<file path="src/rtl/click_mux_n_pkg.sv">
// click_pkg: shared state encoding and select-width helper for the N-way click mux.
// Data buses throughout are plain logic [W-1:0], with W carried as a module parameter.
package click_pkg;

  localparam int CLICK_DEFAULT_W = 8;

  typedef enum logic [0:0] {
    IDLE = 1'b0,
    SEND = 1'b1
  } mux_state_e;

  // Width of a channel index; at least one bit even for degenerate N.
  function automatic int sel_width(input int n);
    return (n > 1) ? $clog2(n) : 1;
  endfunction

endpackage

</file>
<file path="src/rtl/click_mux_n_if.sv">
// click_mux_n_if: two-phase handshake bundle for N inputs, one select and one output.
// master = producers/select source/consumer side, slave = the mux.
interface click_mux_n_if
  import click_pkg::*;
#(
  parameter int N = 4,
  parameter int W = 8
);
  localparam int SEL_W = sel_width(N);

  logic [N-1:0]     in_req;
  logic [N-1:0]     in_ack;
  logic [W-1:0]     in_data [N];
  logic             sel_req;
  logic             sel_ack;
  logic [SEL_W-1:0] sel_data;
  logic             out_req;
  logic             out_ack;
  logic [W-1:0]     out_data;

  modport master (
    output in_req, in_data, sel_req, sel_data, out_ack,
    input  in_ack, sel_ack, out_req, out_data
  );

  modport slave (
    input  in_req, in_data, sel_req, sel_data, out_ack,
    output in_ack, sel_ack, out_req, out_data
  );

endinterface

</file>
<file path="src/rtl/click_mux_n_phase_reg.sv">
// click_phase_reg: a single handshake phase flop that flips when toggle_en is high.
module click_phase_reg #(
  parameter logic INIT = 1'b0
) (
  input  logic clk,
  input  logic rst,
  input  logic toggle_en,
  output logic phase
);

  logic phase_q, phase_d;

  always_comb begin
    phase_d = toggle_en ? ~phase_q : phase_q;
  end

  always_ff @(posedge clk) begin
    if (rst) phase_q <= INIT;
    else     phase_q <= phase_d;
  end

  assign phase = phase_q;

endmodule

</file>
<file path="src/rtl/click_mux_n.sv">
// click_mux_n: clocked N-way two-phase multiplexer with registered output data.
// Define CLICK_MUX_SEL_CHECK_EN to consume out-of-range selects and raise a sticky sel_err.
module click_mux_n
  import click_pkg::*;
#(
  parameter int         N              = 4,
  parameter int         W              = 8,
  parameter logic [N-1:0] PHASE_INIT_IN  = '0,
  parameter logic       PHASE_INIT_SEL = 1'b0,
  parameter logic       PHASE_INIT_OUT = 1'b0
) (
  input  logic          clk,
  input  logic          rst,
  click_mux_n_if.slave  bus,
  output logic          busy,
  output logic          sel_err
);

  localparam int SEL_W = sel_width(N);
  localparam logic [0:0] ST_IDLE = IDLE;
  localparam logic [0:0] ST_SEND = SEND;

  logic [0:0]       state_q, state_d;
  logic [SEL_W-1:0] idx_q, idx_d;
  logic [W-1:0]     data_q, data_d;
  logic             busy_q, busy_d;

  logic [N-1:0]     in_ack, in_ack_tgl;
  logic             sel_ack, sel_ack_tgl;
  logic             out_req, out_req_tgl;

  logic             sel_pend, out_free, in_range, in_pend;
  logic [SEL_W-1:0] idx_sel;

  // A power-of-two N cannot be addressed out of range, so no comparator is built.
  if ((1 << SEL_W) == N) begin : g_pow2
    assign in_range = 1'b1;
  end else begin : g_npow2
    assign in_range = (int'(bus.sel_data) < N);
  end

  assign sel_pend = (bus.sel_req != sel_ack);
  assign out_free = (out_req == bus.out_ack);
  assign idx_sel  = in_range ? bus.sel_data : '0;
  assign in_pend  = (bus.in_req[idx_sel] != in_ack[idx_sel]);

  always_comb begin
    state_d     = state_q;
    idx_d       = idx_q;
    data_d      = data_q;
    busy_d      = busy_q;
    in_ack_tgl  = '0;
    sel_ack_tgl = 1'b0;
    out_req_tgl = 1'b0;
    case (state_q)
      ST_IDLE: begin
        if (sel_pend && in_range && in_pend) begin
          state_d     = ST_SEND;
          idx_d       = idx_sel;
          data_d      = bus.in_data[idx_sel];
          busy_d      = 1'b1;
          out_req_tgl = 1'b1;
        end
`ifdef CLICK_MUX_SEL_CHECK_EN
        else if (sel_pend && !in_range) begin
          sel_ack_tgl = 1'b1;
        end
`endif
      end
      ST_SEND: begin
        // Both acks complete together once the consumer has caught up.
        if (out_free) begin
          state_d           = ST_IDLE;
          busy_d            = 1'b0;
          in_ack_tgl[idx_q] = 1'b1;
          sel_ack_tgl       = 1'b1;
        end
      end
      default: state_d = ST_IDLE;
    endcase
  end

  always_ff @(posedge clk) begin
    if (rst) begin
      state_q <= ST_IDLE;
      idx_q   <= '0;
      data_q  <= '0;
      busy_q  <= 1'b0;
    end else begin
      state_q <= state_d;
      idx_q   <= idx_d;
      data_q  <= data_d;
      busy_q  <= busy_d;
    end
  end

  for (genvar k = 0; k < N; k++) begin : g_in_ack
    click_phase_reg #(.INIT(PHASE_INIT_IN[k])) u_in_ack (
      .clk       (clk),
      .rst       (rst),
      .toggle_en (in_ack_tgl[k]),
      .phase     (in_ack[k])
    );
  end

  click_phase_reg #(.INIT(PHASE_INIT_SEL)) u_sel_ack (
    .clk       (clk),
    .rst       (rst),
    .toggle_en (sel_ack_tgl),
    .phase     (sel_ack)
  );

  click_phase_reg #(.INIT(PHASE_INIT_OUT)) u_out_req (
    .clk       (clk),
    .rst       (rst),
    .toggle_en (out_req_tgl),
    .phase     (out_req)
  );

`ifdef CLICK_MUX_SEL_CHECK_EN
  logic sel_err_q, sel_err_d;

  always_comb begin
    sel_err_d = sel_err_q | ((state_q == ST_IDLE) && sel_pend && !in_range);
  end

  always_ff @(posedge clk) begin
    if (rst) sel_err_q <= 1'b0;
    else     sel_err_q <= sel_err_d;
  end

  assign sel_err = sel_err_q;
`else
  assign sel_err = 1'b0;
`endif

  assign bus.in_ack   = in_ack;
  assign bus.sel_ack  = sel_ack;
  assign bus.out_req  = out_req;
  assign bus.out_data = data_q;
  assign busy         = busy_q;

endmodule

</file>
<file path="src/flat_wrapper.sv">
// flat-port wrapper written by rule: the top's interface ports become plain ports
module click_mux_n_flat import click_pkg::*;
#(
  parameter int         N              = 4,
  parameter int         W              = 8,
  parameter logic [N-1:0] PHASE_INIT_IN  = '0,
  parameter logic       PHASE_INIT_SEL = 1'b0,
  parameter logic       PHASE_INIT_OUT = 1'b0
)
  (clk, rst, busy, sel_err, bus_in_req, bus_in_data, bus_sel_req, bus_sel_data, bus_out_ack, bus_in_ack, bus_sel_ack, bus_out_req, bus_out_data);
  click_mux_n_if #(.N(N), .W(W)) bus_i ();
  input  logic clk;
  input  logic rst;
  output logic busy;
  output logic sel_err;
  input wire logic [$bits(bus_i.in_req)-1:0] bus_in_req;
  input wire logic [$bits(bus_i.in_data)-1:0] bus_in_data;
  input wire logic [$bits(bus_i.sel_req)-1:0] bus_sel_req;
  input wire logic [$bits(bus_i.sel_data)-1:0] bus_sel_data;
  input wire logic [$bits(bus_i.out_ack)-1:0] bus_out_ack;
  output wire logic [$bits(bus_i.in_ack)-1:0] bus_in_ack;
  output wire logic [$bits(bus_i.sel_ack)-1:0] bus_sel_ack;
  output wire logic [$bits(bus_i.out_req)-1:0] bus_out_req;
  output wire logic [$bits(bus_i.out_data)-1:0] bus_out_data;
  assign bus_i.in_req = bus_in_req;
  assign bus_i.in_data = {>>{bus_in_data}};
  assign bus_i.sel_req = bus_sel_req;
  assign bus_i.sel_data = bus_sel_data;
  assign bus_i.out_ack = bus_out_ack;
  assign bus_in_ack = bus_i.in_ack;
  assign bus_sel_ack = bus_i.sel_ack;
  assign bus_out_req = bus_i.out_req;
  assign bus_out_data = bus_i.out_data;
  click_mux_n #(.N(N), .W(W), .PHASE_INIT_IN(PHASE_INIT_IN), .PHASE_INIT_SEL(PHASE_INIT_SEL), .PHASE_INIT_OUT(PHASE_INIT_OUT)) u_core (.clk(clk), .rst(rst), .bus(bus_i), .busy(busy), .sel_err(sel_err));
endmodule
</file>
<file path="config.mk">
export PLATFORM = sky130hd
export DESIGN_NAME = click_mux_n_flat
export DESIGN_NICKNAME = d
export VERILOG_FILES = /design/src/rtl/click_mux_n_pkg.sv /design/src/rtl/click_mux_n_if.sv /design/src/rtl/click_mux_n_phase_reg.sv /design/src/rtl/click_mux_n.sv /design/src/flat_wrapper.sv
export SDC_FILE = /design/constraint.sdc
export NUM_CORES = 1
export LEC_CHECK = 0
export BUFFER_PORTS_ARGS = -buffer_cell sky130_fd_sc_hd__buf_2
export CELL_PAD_IN_SITES_DETAIL_PLACEMENT = 1
export CELL_PAD_IN_SITES_GLOBAL_PLACEMENT = 1
export CORE_MARGIN = 2
export CORE_UTILIZATION = 31
export DETAILED_ROUTE_END_ITERATION = 10
export GPL_TIMING_DRIVEN = 0
export HOLD_SLACK_MARGIN = 0.03
export PLACE_DENSITY_LB_ADDON = 0.1
export SLEW_MARGIN = 15
export SYNTH_ARGS = -nofsm -noshare
export SYNTH_HDL_FRONTEND = slang
export SYNTH_SLANG_ARGS = --single-unit
export TNS_END_PERCENT = 5
</file>
<file path="constraint.sdc">
create_clock -name clk -period 2.2 [get_ports clk]
set_input_delay 0.44 -clock clk [delete_from_list [all_inputs] [get_ports clk]]
set_output_delay 0.44 -clock clk [all_outputs]
set_load 0.05 [all_outputs]
</file>
## Word-level counts from Yosys, hierarchy flattened

Index checks and enable logic that the tools add are counted.

| storage, ports and cells | value |
|---|---|
| word-level logic and storage cells | 51 |
| input port bits | 42 |
| flip-flop bits (word level) | 18 |
| output and inout port bits | 16 |

| operators by class | value |
|---|---|
| equality and inequality tests | 5 |
| reduce and logical (&&, ||, !) cells | 4 |
| $lt $le $gt $ge | 4 |
| bitwise gates (word level) | 8 |
| mux-type cells | 20 |

Operators by type and width:

| operator | count |
|---|---|
| $bmux 8 s2 | 1 |
| $mux 8 | 2 |
| $mux 1 | 10 |
| $mux 4 | 2 |
| $not 1->1 | 7 |
| $lt 2x3->1 const B | 2 |
| $bmux 1 s2 | 2 |
| $pmux 1 s2 | 2 |
| $reduce_and 2->1 | 2 |
| $ge 3x3->1 const B | 1 |
| $not 2->3 | 1 |
| $demux 1 s2 | 1 |
| $ge 2x1->1 const B | 1 |
| $logic_and 1x1->1 | 2 |
| $ne 1x1->1 | 2 |
| $ne 2x1->1 const B | 1 |
| $ne 2x2->1 const B | 1 |
| $eq 1x1->1 | 1 |

## Logic depth before layout (Yosys ltp)

Gate-level depths: netlist (run 1).

| depth | value |
|---|---|
| depth after elaboration | 6 |
| mapped depth | 6 |
| mapped depth without buffers | 4 |

## By module

Synthesis (run 1) repeated with hierarchy kept, for this count alone.

| second synthesis, totals | value |
|---|---|
| cells, all modules | 96 |
| area, all modules | 1016.0 um2 |

Modules (own cells, without submodules):

| module | cells an instance | instances | seq. area each (um2) | area an instance (um2) |
|---|---|---|---|---|
| click_mux_n | 78 | 1 | 240.2 | 820.8 |
| click_phase_reg | 3 | 6 | 20.0 | 32.5 |

## Least setup slack after synthesis (run 1)

Ideal clock, no wire load.

| timing | value |
|---|---|
| path kind | input -> register |
| start | input port bus_sel_data[0] |
| end | register u_core.u_out_req.phase_q (netlist: u_core.u_out_req.phase) |
| data arrival time | 1595 ps |
| stages on the path | 4 |
| required time | 2129 ps |
| path slack | 534 ps |
| library setup time | 71 ps |
| buffers on the path | 0 |
| cells stage by stage | mux4_2 > xnor2_2 > or3_1 > a21oi_1 |

| on the way | value |
|---|---|
| word-level cells in the longest chain between the ends | 6 |
| elaborated cells between the ends (all ways) | 8 |
| those cells by class | 1 x eq/ne; 6 x mux; 1 x reduce/logical |

RTL lines:

| item | RTL line | text |
|---|---|---|
| from (decl) | flat_wrapper.sv:19 | `input wire logic [$bits(bus_i.sel_data)-1:0] bus_sel_data;` |
| $bmux 1 s2 | click_mux_n.sv:45 | `assign in_pend = (bus.in_req[idx_sel] != in_ack[idx_sel]);` |
| $mux 1 (not written as such) | click_mux_n.sv:45 |  |
| $ne 1x1->1 * | click_mux_n.sv:45 |  |
| $logic_and 1x1->1 * | click_mux_n.sv:57 | `if (sel_pend && in_range && in_pend) begin` |
| $mux 1 * | click_mux_n.sv:57 |  |
| $mux 1 * | click_mux_n.sv:55 | `case (state_q)` |
| to (signal assigned) | click_mux_n_phase_reg.sv:19 | `else phase_q <= phase_d;` |
| to (decl) | click_mux_n_phase_reg.sv:11 | `logic phase_q, phase_d;` |

Every way passes the cells marked *; elsewhere a longest branch is shown, timed or not. The select of a mux whose other input is x is not followed.
A chain may end at the register's enable or synchronous reset.

## Final worst setup path (run 1)

| timing | value |
|---|---|
| start | register u_core.g_in_ack[3].u_in_ack.phase_q |
| end | register u_core.state_q |

| on the way | value |
|---|---|
| word-level cells in the longest chain between the ends | 6 |

RTL lines:

| item | RTL line | text |
|---|---|---|
| from (decl) | click_mux_n_phase_reg.sv:11 |  |
| from (signal assigned) | click_mux_n_phase_reg.sv:19 |  |
| $bmux 1 s2 | click_mux_n.sv:45 |  |
| $mux 1 (not written as such) | click_mux_n.sv:45 |  |
| $ne 1x1->1 | click_mux_n.sv:45 |  |
| $logic_and 1x1->1 | click_mux_n.sv:57 |  |
| $mux 1 | click_mux_n.sv:57 |  |
| $pmux 1 s2 | click_mux_n.sv:55 |  |
| to (signal assigned) | click_mux_n.sv:90 | `state_q <= state_d;` |
| to (decl) | click_mux_n.sv:23 | `logic [0:0] state_q, state_d;` |

Every way passes these cells. The select of a mux whose other input is x is not followed.

==> flow_metrics.tcl, run 1 <==
set metrics [dict create \
    finClkSkew_ns 0.005544 \
    area_growth_pct 33.93 \
    cts_buffers 3 \
    final_cells 205 \
    dp_cells 202 \
    track_usage 0.1427 \
    path_clk_slew_ns 0.11 \
    reg2reg_from "u_core.g_in_ack[3].u_in_ack.phase" \
    timing.fmax_ghz 0.6079 \
    clock_sinks 18 \
    placementRows 21 \
    final_area_mm2 0.001403 \
    arrival_ns 1.88 \
    antenna_found_initial 0 \
    ys_seq_area_frac 0.3441 \
    drt_iter0_markers 18 \
    ys.warnings.count 0 \
    placed_cell_area_mm2 0.001380 \
    die_height_um 62.12 \
    postCtsSetupBuffers 0 \
    netlist_area_mm2 0.001047 \
    num_vias 1003 \
    cts-root-buf "clkbuf_4" \
    worst_path_largest_cell_delay_ns 0.52 \
    cp_slowest_cell "mux4_2" \
    synth_fa_ha_area_frac 0 \
    drt_pass1_iterations 4 \
    regArea_um2 360.3 \
    num_io_pins 58 \
    synth.area.top_cells "dfxtp_1, mux4_1, a21oi_1" \
    gp_congestion 0.6904 \
    synth_top_area_share 0.3441 \
    fp.coreArea_mm2 0.003284 \
    crit_buf_inv 1 \
    syn_inst 101 \
    crit_family "multiplexers" \
    maxSlewViolCount 0 \
    die_w_um 62.12 \
    cts_hold_buf 0 \
    leakagePower_nw 0.6400 \
    cp_cell_sequence "mux4_2, xor2_1, buf_2, nand2_1, a21oi_1" \
    final_nets 203 \
    drc 0 \
    r2r-end "u_core.state_q" \
    hold_viol_final 0 \
    grt_pass1_vias 1035 \
    yosys.area_share.simple 0.1243 \
    grt_overflow 0 \
    period_needed_ns 1.645 \
    yosysTopAreaCell "dfxtp_1" \
    cts_tree "done" \
    hold_start "u_core.busy" \
    grt_max_degree 11 \
    drtAntennaViolNets 0 \
    endpoint_kind "register" \
    postSynthRegisterBits 18 \
    synthMuxAreaShare 0.2437 \
    tns_ns 0 \
    period_share 0.7478 \
    vias_per_cell 4.893 \
    port_buffers 55 \
    syn_avg_cell_area_um2 10.37 \
    worstPathRequired_ns 2.43 \
    wl_per_cell_um 12.88 \
    setup_violations 0 \
    fillCellCount 419 \
    fp.dieArea_mm2 0.003859 \
    grt_pass1_wl_um 4416 \
    utilization 0.4270 \
    hold_slack_ns 0.4739 \
    whs_path_depth 2 \
    clock_path_buffers 2 \
    drt_wl_total_um 2641 \
    htree_levels 1 \
    r2r_cells 5 \
    min_to "u_core.busy" \
    p_per_area_mw_per_mm2 599.0 \
    worst-setup-path-type "register to register" \
    syn_nets 143 \
    hpwl_um 2087 \
    status "complete, no violations" \
    hp-class "register to register" \
    synth-xor-area-share 0.07407 \
    antenna_cells 0 \
    ctsResizeCount 0 \
    synth_top_family_by_area "multiplexers" \
    vdd_ir_drop_max_mv 0.1827 \
    worst_setup_path_start_kind "register" \
    synthDistinctLibCells 25 \
    path_max_fanout 10 \
    clk_latency_ns 0.29 \
    rsz0062_at_grt "false" \
    drive_above_1_share 0.4465 \
    multiInputGateArea_um2 599.3 \
    synth-compound-area-share 0.1266 \
    maxCapViolCount 0 \
    start_util 0.3189 \
    rrSetupSlack_ns 0.55 \
]
registers in the layout, indices dropped and copies added, names as in the netlist:
name	flops
u_core.u_out_req.phase	1
u_core.state_q	1
u_core.busy	1
u_core.g_in_ack.u_in_ack.phase	4
u_core.bus.out_data	8
u_core.idx_q	2
u_core.u_sel_ack.phase	1
cell families after synthesis:
kind of cell	count (synthesis)
compound gates	26
buf+inv	13
other cells	1
mux	10
simple gates	25
xor+xnor	8
flops	18
cell usage in the layout (no fill, tap or decap):
| cell | instances |
|---|---|
| buf_4 | 6 |
| clkbuf_1 | 3 |
| nand3_1 | 10 |
| a21oi_1 | 14 |
| o31ai_1 | 1 |
| dfxtp_1 | 18 |
| or4_1 | 1 |
| buf_2 | 56 |
| nand4b_1 | 2 |
| nor2_1 | 5 |
| mux4_2 | 2 |
| conb_1 | 1 |
| mux4_1 | 8 |
| buf_1 | 1 |
| xor2_1 | 5 |
| buf_6 | 2 |
| or3_1 | 1 |
| nand2b_1 | 1 |
| xnor2_2 | 1 |
| o21ai_0 | 7 |
| or2_2 | 1 |
| xnor2_1 | 2 |
| nand2_1 | 3 |
| clkbuf_4 | 3 |
| nand4_1 | 1 |
| o21ai_1 | 4 |
report_power, final:
part / total [mW] / switching (mW) / leakage, nW / internal, mW
Combinational: 0.298 / 0.183 / 0.479 / 0.115
Clock: 0.168 / 0.104 / 0.0138 / 0.0637
Sequential: 0.374 / 0.0208 / 0.147 / 0.353
per-stage QoR:
stage,power (mW),setup slack (ns)
after floorplan,0.5931,0.5341
after global placement,0.6772,0.3082
after detailed placement,0.6834,0.2830
after CTS,0.8466,0.5462
after global routing,0.8859,0.3851
final,0.8401,0.5549
cell usage after synthesis:
cell type	n
a21oi_1	14
buf_1	1
buf_2	1
buf_4	6
buf_6	2
clkbuf_1	3
conb_1	1
dfxtp_1	18
mux4_1	8
mux4_2	2
nand2_1	3
nand2b_1	1
nand3_1	10
nand4_1	1
nand4b_1	2
nor2_1	5
o21ai_0	7
o21ai_1	4
o31ai_1	1
or2_2	1
or3_1	1
or4_1	1
xnor2_1	2
xnor2_2	1
xor2_1	5
routing by layer:
| metal | track usage | share of wire |
|---|---|---|
| met1 | 0.1663 | 0.43 |
| met2 | 0.2677 | 0.51 |
| met3 | 0.01812 | 0.047 |
| met4 | 0.05000 | 0.016 |
| met5 | 0 | 0 |
worst max path at each step:
| stage | from | endpoint | slack [ns] | cells past startpoint |
|---|---|---|---|---|
| 2_1_floorplan | bus_sel_data[0] | u_core.u_out_req.phase | 0.53 | 4 |
| 3_3_place_gp | bus_sel_data[1] | u_core.busy | 0.31 | 7 |
| 3_5_place_dp | bus_sel_data[0] | u_core.state_q | 0.28 | 6 |
| 4_1_cts | u_core.g_in_ack[3].u_in_ack.phase | u_core.state_q | 0.55 | 5 |
| 6_report | u_core.g_in_ack[3].u_in_ack.phase | u_core.state_q | 0.55 | 5 |
| 5_1_grt | u_core.g_in_ack[3].u_in_ack.phase | u_core.busy | 0.39 | 5 |
tightest hold or removal path: cells and delay by family (launching register included):
family	cells	cell delay (ns)
flip-flops	1	0.32
AO/OA/AOI/OAI	1	0.06
AND/OR/NAND/NOR	1	0.06
cell type report:
type / instances / share of cell area
multi-input cells: 70 / 0.4273
repair buffers: 55 / 0.1963
flip-flops and latches: 18 / 0.2569
clock buffers: 3 / 0.01606
plain buffers: 13 / 0.06244
well taps: 46 / 0.04103
No activity file was read; power rests on OpenSTA's default activity.
==> run 2, diff against run 1 <==
- clock period: 2.2 -> 1.7 ns (I/O delays scaled with it)
==> flow_metrics.tcl, run 2 (synthesized netlist as in run 1, its figures left out) <==
set metrics [dict create \
    worst_setup_path_start_kind "register" \
    dp_slack_ns -0.1170 \
    crit_buf_inv 0 \
    drt_wl_total_um 2668 \
    cp_slowest_cell "mux4_2" \
    gp_congestion 0.6904 \
    hold_slack_ns 0.4403 \
    cts-root-buf "clkbuf_4" \
    clk_latency_ns 0.29 \
    grt_max_degree 11 \
    track_usage 0.1427 \
    setup_violations 0 \
    drt_pass1_iterations 4 \
    timing.fmax_ghz 0.6126 \
    drc 0 \
    leakagePower_nw 0.6416 \
    arrival_ns 1.86 \
    regArea_um2 360.3 \
    placed_cell_area_mm2 0.001380 \
    die_w_um 62.12 \
    postCtsSetupBuffers 0 \
    largest_reg_flops 8 \
    rsz0062_at_grt "true" \
    drtAntennaViolNets 0 \
    worstPathRequired_ns 1.93 \
    vias_per_cell 4.868 \
    period_share 0.9603 \
    htree_levels 1 \
    crit_family "multiplexers" \
    area_growth_pct 34.89 \
    wl_per_cell_um 13.01 \
    antenna_found_initial 0 \
    cp_cell_sequence "mux4_2, xnor2_2, or3_1, a21oi_1" \
    maxSlewViolCount 0 \
    final_area_mm2 0.001413 \
    finClkSkew_ns 0.004963 \
    die_height_um 62.12 \
    setup_ws_ns 0.06752 \
    num_io_pins 58 \
    vdd_ir_drop_max_mv 0.2369 \
    cts_hold_buf 0 \
    clock_sinks 18 \
    grt_pass1_wl_um 4416 \
    worst-setup-path-type "register to register" \
    final_common_cell "buf_2" \
    hold_viol_final 0 \
    grt_pass1_vias 1035 \
    multiInputGateArea_um2 606.8 \
    tns_ns 0 \
    grt_overflow 0 \
    ctsResizeCount 0 \
    placementRows 21 \
    hpwl_um 2087 \
    clock_path_buffers 2 \
    power.total_mw 1.092 \
    final_nets 203 \
    endpoint_kind "register" \
    cts_tree "done" \
    drt_iter0_markers 23 \
    status "complete, no violations" \
    fp.dieArea_mm2 0.003859 \
    worst_path_largest_cell_delay_ns 0.54 \
    cts_buffers 3 \
    antenna_cells 0 \
    maxCapViolCount 0 \
    hp-class "primary input to register" \
    path_clk_slew_ns 0.11 \
    start_util 0.3189 \
    port_buffers 55 \
    drive_above_1_share 0.4528 \
    period_needed_ns 1.632 \
    fp.coreArea_mm2 0.003284 \
    p_per_area_mw_per_mm2 773.0 \
    layout_common_cells "buf_2, dfxtp_1, a21oi_1" \
    fillCellCount 416 \
    path_max_fanout 3 \
    num_vias 998 \
]
run 2: cell counts in the layout (fill, tap and decap cells not counted):
No cell type changed its count.
run 2: per-stage QoR:
step           std cells    util
3_3_place_gp         202  0.4202
6_report             205  0.4301
4_1_cts              205  0.4270
5_1_grt              205  0.4301
3_5_place_dp         202  0.4202
2_1_floorplan        101       -
run 2: layer usage:
metal / share of wire / wire, um / track usage / vias to the layer above
li1: - / - / - / 489
met1: 0.42 / 1124 / 0.1663 / 468
met2: 0.51 / 1358 / 0.2677 / 37
met3: 0.053 / 142 / 0.01812 / 4
met4: 0.016 / 42 / 0.05000 / 0
met5: 0 / 0 / 0 / -
run 2: cell type report:
| type | instances | area share |
|---|---|---|
| timing repair buffer | 55 | 0.1949 |
| sequential | 18 | 0.2551 |
| clock buffer | 3 | 0.01594 |
| tap | 46 | 0.04074 |
| multi-input combinational | 70 | 0.4296 |
| buffer | 13 | 0.06377 |
run 2: power breakdown:
group	switching [mW]	internal, mW
combinational	0.239	0.151
clock	0.135	0.0825
sequential	0.0270	0.457
total	0.401	0.691
run 2: worst paths after layout:
kind,from,end,slack [ns],cells after the start
min reg2reg,u_core.busy,u_core.busy,0.47,2
min,rst,u_core.idx_q[1],0.44,2
max,u_core.g_in_ack[3].u_in_ack.phase,u_core.u_out_req.phase,0.07,4
max reg2reg,u_core.g_in_ack[3].u_in_ack.phase,u_core.u_out_req.phase,0.07,4
run 2: worst register-to-register path: stages, from the launching register on:
cell and delay [ns]:
dfxtp_1 0.35, mux4_2 0.54, xnor2_2 0.19, or3_1 0.36, a21oi_1 0.14
==> run 3, diff against run 2 <==
- PLACE_DENSITY_LB_ADDON: 0.1 -> 0.12
==> flow_metrics.tcl, run 3 (synthesized netlist as in run 1, its figures left out) <==
set metrics [dict create \
    timing.fmax_ghz 0.6172 \
    slew_headroom 0.6633 \
    r2r_cells 4 \
    wl_per_cell_um 13.08 \
    cts_buffers 3 \
    path_clk_slew_ns 0.11 \
    cp_cell_sequence "mux4_2, xnor2_2, or3_1, a21oi_1" \
    num_vias 1002 \
    die_w_um 62.12 \
    gp_congestion 0.7176 \
    crit_family "multiplexers" \
    drt_iter0_markers 15 \
    period_share 0.9531 \
    start_util 0.3189 \
    path_max_fanout 3 \
    finClkSkew_ns 0.003324 \
    rsz0062_at_grt "false" \
    grt_max_degree 11 \
    grt_overflow 0 \
    power.total_mw 1.096 \
    cts-root-buf "clkbuf_4" \
    hpwl_um 2085 \
    drc 0 \
    drt_wl_total_um 2681 \
    maxSlewViolCount 0 \
    antenna_cells 0 \
    whs_path_depth 2 \
    rrSetupSlack_ns 0.08 \
    postCtsSetupBuffers 0 \
    endpoint_kind "register" \
    max_slew.worst_pin.slew_ns 0.5051 \
    clock_sinks 18 \
    die_height_um 62.12 \
    drtAntennaViolNets 0 \
    fp.coreArea_mm2 0.003284 \
    clock_path_buffers 2 \
    cts_hold_buf 0 \
    r2r-end "u_core.u_out_req.phase" \
    vdd_ir_drop_max_mv 0.1972 \
    hp-class "primary input to register" \
    status "complete, no violations" \
    hold_viol_final 0 \
    reg2reg_from "u_core.g_in_ack[3].u_in_ack.phase" \
    utilization 0.4301 \
    worstPathRequired_ns 1.94 \
    p_per_area_mw_per_mm2 776.1 \
    vias_per_cell 4.888 \
    final_common_cell "buf_2" \
    placementRows 21 \
    htree_levels 1 \
    num_io_pins 58 \
    period_needed_ns 1.620 \
    grt_pass1_wl_um 4367 \
    clk_latency_ns 0.30 \
    min_to "u_core.idx_q[1]" \
    final_nets 203 \
    worst-setup-path-type "register to register" \
    cp-startpoint "u_core.g_in_ack[3].u_in_ack.phase" \
    worst_path_largest_cell_delay_ns 0.55 \
    maxCapViolCount 0 \
    crit_buf_inv 0 \
    antenna_found_initial 0 \
    port_buffers 55 \
    final_cells 205 \
    ctsResizeCount 0 \
    cts_tree "done" \
    area_growth_pct 34.89 \
    grt_pass1_vias 987 \
    setup_violations 0 \
    drt_pass1_iterations 4 \
    cp_slowest_cell "mux4_2" \
    tns_ns 0 \
    layout_common_cells "buf_2, dfxtp_1, a21oi_1" \
    arrival_ns 1.86 \
    track_usage 0.1420 \
    drive_above_1_share 0.4528 \
    fp.dieArea_mm2 0.003859 \
    worst_setup_path_start_kind "register" \
    hold_start "rst" \
    largest_reg_flops 8 \
    dp_cells 202 \
    leakagePower_nw 0.6416 \
]
[run 3: cell counts in the layout (fill, tap and decap cells not counted)]
No cell type changed its count.
[run 3: power breakdown]
group	switching [mW]	total (mW)	internal, mW	leakage (nW)
Sequential	0.0265	0.484	0.457	0.147
Combinational	0.240	0.391	0.151	0.481
Clock	0.139	0.222	0.0827	0.0138
Total	0.405	1.10	0.691	0.642
[run 3: final cells by class]
class | count | area (um^2)
Sequential cell | 18 | 360.3
Fill cell | 398 | 1872
Buffer | 13 | 90.09
Clock buffer | 3 | 22.52
Tap cell | 46 | 57.56
Timing Repair Buffer | 55 | 275.3
Multi-Input combinational cell | 70 | 606.8
[run 3: how the worst max path moves through the flow]
stage / to / slack, ns / cells past startpoint
floorplan: u_core.g_in_ack[0].u_in_ack.phase / 0.07 / 4
global placement: u_core.busy / -0.07 / 6
detailed placement: u_core.state_q / -0.13 / 7
CTS: u_core.state_q / 0.008 / 5
global route: u_core.idx_q[1] / 0.01 / 5
finish: u_core.u_out_req.phase / 0.08 / 4
[run 3: per-layer routing]
metal  global-route usage  wire [um]  part of all wire
met3              0.02536        168             0.063
met2               0.2568       1346              0.50
met5                    0          0                 0
met1               0.1686       1139              0.42
met4              0.05000         27             0.010
[run 3: through the flow]
stage / setup WS [ns] / hold WS (ns) / instance area (um^2)
after CTS: 0.007644 / 0.4419 / 1403
after global placement: -0.06563 / 0.4429 / 1380
final: 0.07967 / 0.4378 / 1413
after global routing: 0.01116 / 0.4592 / 1413
after detailed placement: -0.1328 / 0.4510 / 1380
after floorplan: 0.06525 / 0.4623 / 1047
